**src/rtl/sprite_writer.sv**
```systemverilog
// sprite_writer: streams RGB pixels into a rectangular region of the sprite colour memories.
// Latency: one cycle from an accepted pixel to its SRAM write; done follows the final write by one cycle.
// Backpressure: in_ready is high only in WRITE (and only during vblank when gating is enabled).
//
// Ports:
//   CLK, RST                 clock, asynchronous active-high reset
//   start, x0, y0, w, h      region request, sampled in IDLE
//   vblank                   vertical blanking from the VGA controller
//   in_valid/in_ready/in_rgb pixel stream (valid/ready)
//   mem_addr/mem_wren/mem_*  registered SRAM write port
//   busy, done, err          status: in WRITE, region finished pulse, request rejected pulse
//
// Optional feature macro: SPRITE_WRITER_VBLANK_GATE_EN
//   defined   -> pixels are accepted only while vblank is high
//   undefined -> vblank is ignored (loading before scan-out is enabled)
module sprite_writer #(
    parameter int WIDTH  = 224,
    parameter int HEIGHT = 180,
    parameter int ADDR_W = 16,
    parameter int DATA_W = 8
) (
    input  logic              CLK,
    input  logic              RST,
    input  logic              start,
    input  logic [9:0]        x0,
    input  logic [8:0]        y0,
    input  logic [9:0]        w,
    input  logic [8:0]        h,
    input  logic              vblank,
    input  logic              in_valid,
    output logic              in_ready,
    input  logic [DATA_W-1:0] in_r,
    input  logic [DATA_W-1:0] in_g,
    input  logic [DATA_W-1:0] in_b,
    output logic [ADDR_W-1:0] mem_addr,
    output logic              mem_wren,
    output logic [DATA_W-1:0] mem_r,
    output logic [DATA_W-1:0] mem_g,
    output logic [DATA_W-1:0] mem_b,
    output logic              busy,
    output logic              done,
    output logic              err
);

    typedef enum logic [1:0] {
        IDLE  = 2'd0,
        WRITE = 2'd1,
        DONE  = 2'd2
    } state_t;

    state_t state_q, state_d;

    logic [9:0]        col_q, col_d;
    logic [8:0]        row_q, row_d;
    logic [9:0]        w_q, w_d;
    logic [8:0]        h_q, h_d;
    logic [ADDR_W-1:0] row_base_q, row_base_d;
    logic [ADDR_W-1:0] addr_q, addr_d;
    logic              wren_q, wren_d;
    logic [DATA_W-1:0] r_q, r_d, g_q, g_d, b_q, b_d;
    logic              done_q, done_d;
    logic              err_q, err_d;

    // Region bounds in 11 bits so x0+w / y0+h cannot wrap.
    logic [10:0] x_end, y_end;
    logic        region_ok, accept, xfer, last_col, last_row;

    assign x_end     = {1'b0, x0} + {1'b0, w};
    assign y_end     = {2'b0, y0} + {2'b0, h};
    assign region_ok = (w != 10'd0) && (h != 9'd0) &&
                       (x_end <= 11'(WIDTH)) && (y_end <= 11'(HEIGHT));
    assign accept    = (state_q == IDLE) && start && region_ok;
    assign xfer      = in_valid && in_ready;
    assign last_col  = (col_q == w_q - 10'd1);
    assign last_row  = (row_q == h_q - 9'd1);

    // State register
    always_ff @(posedge CLK or posedge RST) begin
        if (RST) begin
            state_q <= IDLE;
        end else begin
            state_q <= state_d;
        end
    end

    // Next-state logic
    always_comb begin
        state_d = state_q;
        case (state_q)
            IDLE:    if (accept) state_d = WRITE;
            WRITE:   if (xfer && last_col && last_row) state_d = DONE;
            DONE:    state_d = IDLE;
            default: state_d = IDLE;
        endcase
    end

    // FSM outputs
`ifdef SPRITE_WRITER_VBLANK_GATE_EN
    always_comb begin
        in_ready = (state_q == WRITE) && vblank;
        busy     = (state_q == WRITE);
    end
`else
    logic unused_vblank;
    assign unused_vblank = vblank;
    always_comb begin
        in_ready = (state_q == WRITE);
        busy     = (state_q == WRITE);
    end
`endif

    // Datapath next-state: position tracking and the registered write port.
    always_comb begin
        col_d      = col_q;
        row_d      = row_q;
        w_d        = w_q;
        h_d        = h_q;
        row_base_d = row_base_q;
        addr_d     = addr_q;
        r_d        = r_q;
        g_d        = g_q;
        b_d        = b_q;
        wren_d     = 1'b0;
        // done trails the DONE state by one cycle so it lands after the final write's wren cycle.
        done_d     = (state_q == DONE);
        err_d      = (state_q == IDLE) && start && !region_ok;

        if (accept) begin
            col_d      = 10'd0;
            row_d      = 9'd0;
            w_d        = w;
            h_d        = h;
            row_base_d = ADDR_W'(y0) * ADDR_W'(WIDTH) + ADDR_W'(x0);
        end

        if (xfer) begin
            wren_d = 1'b1;
            addr_d = row_base_q + ADDR_W'(col_q);
            r_d    = in_r;
            g_d    = in_g;
            b_d    = in_b;
            if (last_col) begin
                col_d      = 10'd0;
                row_d      = row_q + 9'd1;
                row_base_d = row_base_q + ADDR_W'(WIDTH);
            end else begin
                col_d = col_q + 10'd1;
            end
        end
    end

    always_ff @(posedge CLK or posedge RST) begin
        if (RST) begin
            col_q      <= '0;
            row_q      <= '0;
            w_q        <= '0;
            h_q        <= '0;
            row_base_q <= '0;
            addr_q     <= '0;
            wren_q     <= 1'b0;
            r_q        <= '0;
            g_q        <= '0;
            b_q        <= '0;
            done_q     <= 1'b0;
            err_q      <= 1'b0;
        end else begin
            col_q      <= col_d;
            row_q      <= row_d;
            w_q        <= w_d;
            h_q        <= h_d;
            row_base_q <= row_base_d;
            addr_q     <= addr_d;
            wren_q     <= wren_d;
            r_q        <= r_d;
            g_q        <= g_d;
            b_q        <= b_d;
            done_q     <= done_d;
            err_q      <= err_d;
        end
    end

    assign mem_addr = addr_q;
    assign mem_wren = wren_q;
    assign mem_r    = r_q;
    assign mem_g    = g_q;
    assign mem_b    = b_q;
    assign done     = done_q;
    assign err      = err_q;

endmodule

```
**config.mk**
```make
export PLATFORM = sky130hd
export DESIGN_NAME = sprite_writer
export DESIGN_NICKNAME = d
export VERILOG_FILES = /design/src/rtl/sprite_writer.sv
export SDC_FILE = /design/constraint.sdc
export NUM_CORES = 1
export LEC_CHECK = 0
export CAP_MARGIN = 20
export CORE_ASPECT_RATIO = 0.6
export CORE_MARGIN = 4
export CORE_UTILIZATION = 59
export CTS_CLUSTER_DIAMETER = 200
export DETAILED_ROUTE_END_ITERATION = 8
export GPL_ROUTABILITY_DRIVEN = 0
export PLACE_DENSITY = 0.87
export SLEW_MARGIN = 20
export SYNTH_ARGS = -nofsm -noshare
export SYNTH_HDL_FRONTEND = slang
export SYNTH_SLANG_ARGS = --single-unit
```
**constraint.sdc**
```tcl
create_clock -name CLK -period 8.36 [get_ports CLK]
set_clock_uncertainty 0.15 [all_clocks]
set_input_delay 0.836 -clock CLK [delete_from_list [all_inputs] [get_ports CLK]]
set_output_delay 0.836 -clock CLK [all_outputs]
set_load 0.01 [all_outputs]
```
==> impl_metrics.toml <==
[sta]
achievable-frequency_ghz = 0.2125
worst_pin_slew_ns = 0.9425
setup_total_neg_slack_ns = 0
rsz0062_at_grt = "false"
layout_min_cycle_time_ns = 4.705
finalCritPeriodShare_pct = 56.28
finalSetupViolations = 0
worst_hold_slack_ns = 0.3274
timing.max_slew.rel_slack_pct = 36.95
max_slew_violations = 0
hold_viol = 0

[cells_and_area]
layout_commonest_cell = "sky130_fd_sc_hd__nand2_1"
area_growth_syn_to_layout_pct = 22.36
drive_above_1_share_pct = 4.817
finish.net_count = 996
diodes = 0
highest_count_cells_in_the_layout_ignoring_fill_and_taps = "sky130_fd_sc_hd__nand2_1 (150), sky130_fd_sc_hd__clkdlybuf4s50_1 (110), sky130_fd_sc_hd__dfrtp_1 (99), sky130_fd_sc_hd__ha_1 (49), sky130_fd_sc_hd__o21ai_0 (48)"

[power]
p_leak_nw = 3.892
p_seq_share_pct = 37.5
ir_worst_vdd_v = 0.0001397
clock_power_share_pct = 27.8
power_switching_uw = 544.8
power_per_cell_area_nw_per_um2 = 192.5
power.share.combinational_pct = 34.6
netSwitchingFraction_pct = 33.66
internal_power_mw = 1.074

[route]
drtPass1Iterations = 5
viasPerCell = 5.971
route.final.wire_length_mm = 17.77
ant_nets = 0
detailroute.via_count = 6162
first_iter_violations = 420
drc = 0
route.detailed.wl_per_inst_um = 17.22

[clock_tree]
cts_resized = 0
clock_insertion_delay_worst_skew_ns = 0.35
htree_num_levels = 3
cts_tree = "done"
tritoncts_num_sinks = 99
post-cts-setup-buffers = 0
cts.reportedPaths.clkPinSlew_ns = 0.07
cts_buffer_depth = 2
holdBufCountCts = 0
cts_buffers = 9
ctsRootBufferMaster = "sky130_fd_sc_hd__clkbuf_16"

[setup_path]
timing.critical_path.arrival_ns = 4.78
start_kind = "primary input"
worst_r2r_path_depth = 8
worst_r2r_endpoint = "row_base_q[12]"
worstSetupEndpointType = "flop"
cp_max_fo = 19
crit_required_ns = 8.44
setup_slack_of_the_most_critical_reg_to_reg_path_ns = 4.39
reg2reg_from = "w_q[3]"
worstSetupPathType = "in -> reg"

[worst_hold_path]
worst_hold_path_type = "reg -> reg"
hold-path-cell-count = 2
hold_path_startpoint = "mem_r[6]"
hold_end = "mem_r[6]"

[job]
maxCapViolations = 0

[logic_synthesis]
mean_syn_cell_area_um2 = 8.924
yosys.area_share.simple_pct = 20.48
synthDominantAreaCellType = "sky130_fd_sc_hd__dfrtp_1"
synth_xor_area_share_pct = 7.520
synthCells = 770
synth_unique_cells = 68
combinational_family_with_the_most_area_after_synthesis = "simple AND/OR/NAND/NOR gates"
synthMuxAreaShare_pct = 1.875
synth_edf_count = 0
ys.warnings.count = 0
fraction_of_the_mapped_netlist_area_in_adder_cells_pct = 12.71
ys_top_cells_by_area = "sky130_fd_sc_hd__dfrtp_1 (36%), sky130_fd_sc_hd__ha_1 (8.9%), sky130_fd_sc_hd__nand2_1 (8.2%)"
compound_gate_portion_of_the_synthesized_area_pct = 17.88
synth_fp_nets = 899
asyncSetResetFlopFracSynth_pct = 100.0
proportion_of_synthesized_chip_area_in_sequential_cells_pct = 36.05
yosys_most_used_dff = "sky130_fd_sc_hd__dfrtp_1"
post-synth-top-area-fraction_pct = 36.05
synth.cell_area_um2 = 6872
synth_seq_cells = 99

[floorplan]
die_width_um = 147.3
row_count = 30
total_die_area_um2 = 13490
floorplan.io_pins = 112
core_footprint_um2 = 11340
die_h_um = 91.60
initial_utilization_pct = 60.62

[global_routing]
grt_overflow_total = 0
initial_antenna_violation_count = 1
routing_usage_on_met1_pct = 35.08
groute.usage.overall_pct = 26.96
grt_busiest_layer = "met2"
grt_pass1_vias = 6232
grt.met2_usage_pct = 46.71
grt_start_max_net_pins = 56
groute.layer.met3.usage_pct = 6.035
first_pass_grt_wire_length_mm = 30.07

[place]
dpl.hpwl_mm = 13.33
placement.io_buffers = 110

[outcome]
outcome = "finished, final reports clean"
worst max path at each step:
stage           from        endpoint  slack (ns)
2_1_floorplan  x0[0]  row_base_q[11]        4.57
3_3_place_gp   y0[3]  row_base_q[11]        3.57
3_5_place_dp   x0[0]  row_base_q[11]        3.41
4_1_cts        x0[0]  row_base_q[11]        3.78
5_1_grt        y0[0]        row_q[0]        3.48
6_report       y0[3]  row_base_q[11]        3.65
critical path, cell delays in order:
cell	delay, ns
sky130_fd_sc_hd__clkdlybuf4s50_1	0.54
sky130_fd_sc_hd__ha_1	0.45
sky130_fd_sc_hd__a21o_1	0.26
sky130_fd_sc_hd__a2111oi_4	0.36
sky130_fd_sc_hd__nand2_1	0.10
sky130_fd_sc_hd__o31ai_1	0.45
sky130_fd_sc_hd__nand4b_1	0.30
sky130_fd_sc_hd__or3_1	0.77
sky130_fd_sc_hd__mux2_2	0.41
sky130_fd_sc_hd__a211o_1	0.29
metal layers:
layer	vias to the layer above	share of wire, %
li1	2915	-
met1	3029	43
met2	194	50
met3	22	5.8
met4	2	0.99
met5	-	0.068
registers in the layout, indices dropped and copies added, names as in the netlist, 9 cells and up:
signal / cells
col_q: 10
h_q: 9
mem_addr: 16
row_base_q: 16
row_q: 9
w_q: 10
area by class of cell:
type,count,area [um^2]
Multi-Input combinational cell,611,4164
Clock buffer,10,229.0
Inverter,33,126.4
Clock inverter,6,87.58
Tap cell,160,200.2
Timing Repair Buffer,113,1124
Sequential cell,99,2477
Fill cell,818,2928
metrics by stage:
step | power, mW | instances | utilization (%) | setup slack [ns] | cell area, um^2
2_1_floorplan | 0.9685 | 770 | - | 4.570 | 6872
3_3_place_gp | 1.131 | 1016 | 71.38 | 3.575 | 8092
3_5_place_dp | 1.167 | 1016 | 71.38 | 3.407 | 8092
4_1_cts | 1.619 | 1032 | 74.17 | 3.778 | 8408
5_1_grt | 1.715 | 1032 | 74.17 | 3.481 | 8408
6_report | 1.618 | 1032 | 74.17 | 3.655 | 8408
cell families after synthesis:
group,Yosys count
flops,99
compound gates,177
fa+ha+maj,62
simple gates,301
mux,12
xor+xnor,59
buf+inv,60
power groups by stage:
stage | clock [mW] | combinational (mW) | sequential (mW)
2_1_floorplan | 0 | 0.362 | 0.607
3_3_place_gp | 0 | 0.521 | 0.610
3_5_place_dp | 0 | 0.552 | 0.615
4_1_cts | 0.455 | 0.558 | 0.606
5_1_grt | 0.476 | 0.622 | 0.617
6_report | 0.450 | 0.561 | 0.607
Yosys cell counts, types with 9 or more instances:
| cell type | count |
|---|---|
| sky130_fd_sc_hd__xnor2_1 | 31 |
| sky130_fd_sc_hd__fa_1 | 13 |
| sky130_fd_sc_hd__and3_1 | 14 |
| sky130_fd_sc_hd__nor3_1 | 18 |
| sky130_fd_sc_hd__inv_1 | 32 |
| sky130_fd_sc_hd__a21o_1 | 12 |
| sky130_fd_sc_hd__clkbuf_1 | 16 |
| sky130_fd_sc_hd__nand3_1 | 21 |
| sky130_fd_sc_hd__nand2_1 | 151 |
| sky130_fd_sc_hd__xor2_1 | 28 |
| sky130_fd_sc_hd__dfrtp_1 | 99 |
| sky130_fd_sc_hd__o21ai_0 | 48 |
| sky130_fd_sc_hd__nor2b_1 | 15 |
| sky130_fd_sc_hd__nor2_1 | 36 |
| sky130_fd_sc_hd__nand2b_1 | 9 |
| sky130_fd_sc_hd__ha_1 | 49 |
| sky130_fd_sc_hd__a21oi_1 | 30 |
(Power assumes the default switching activity.)
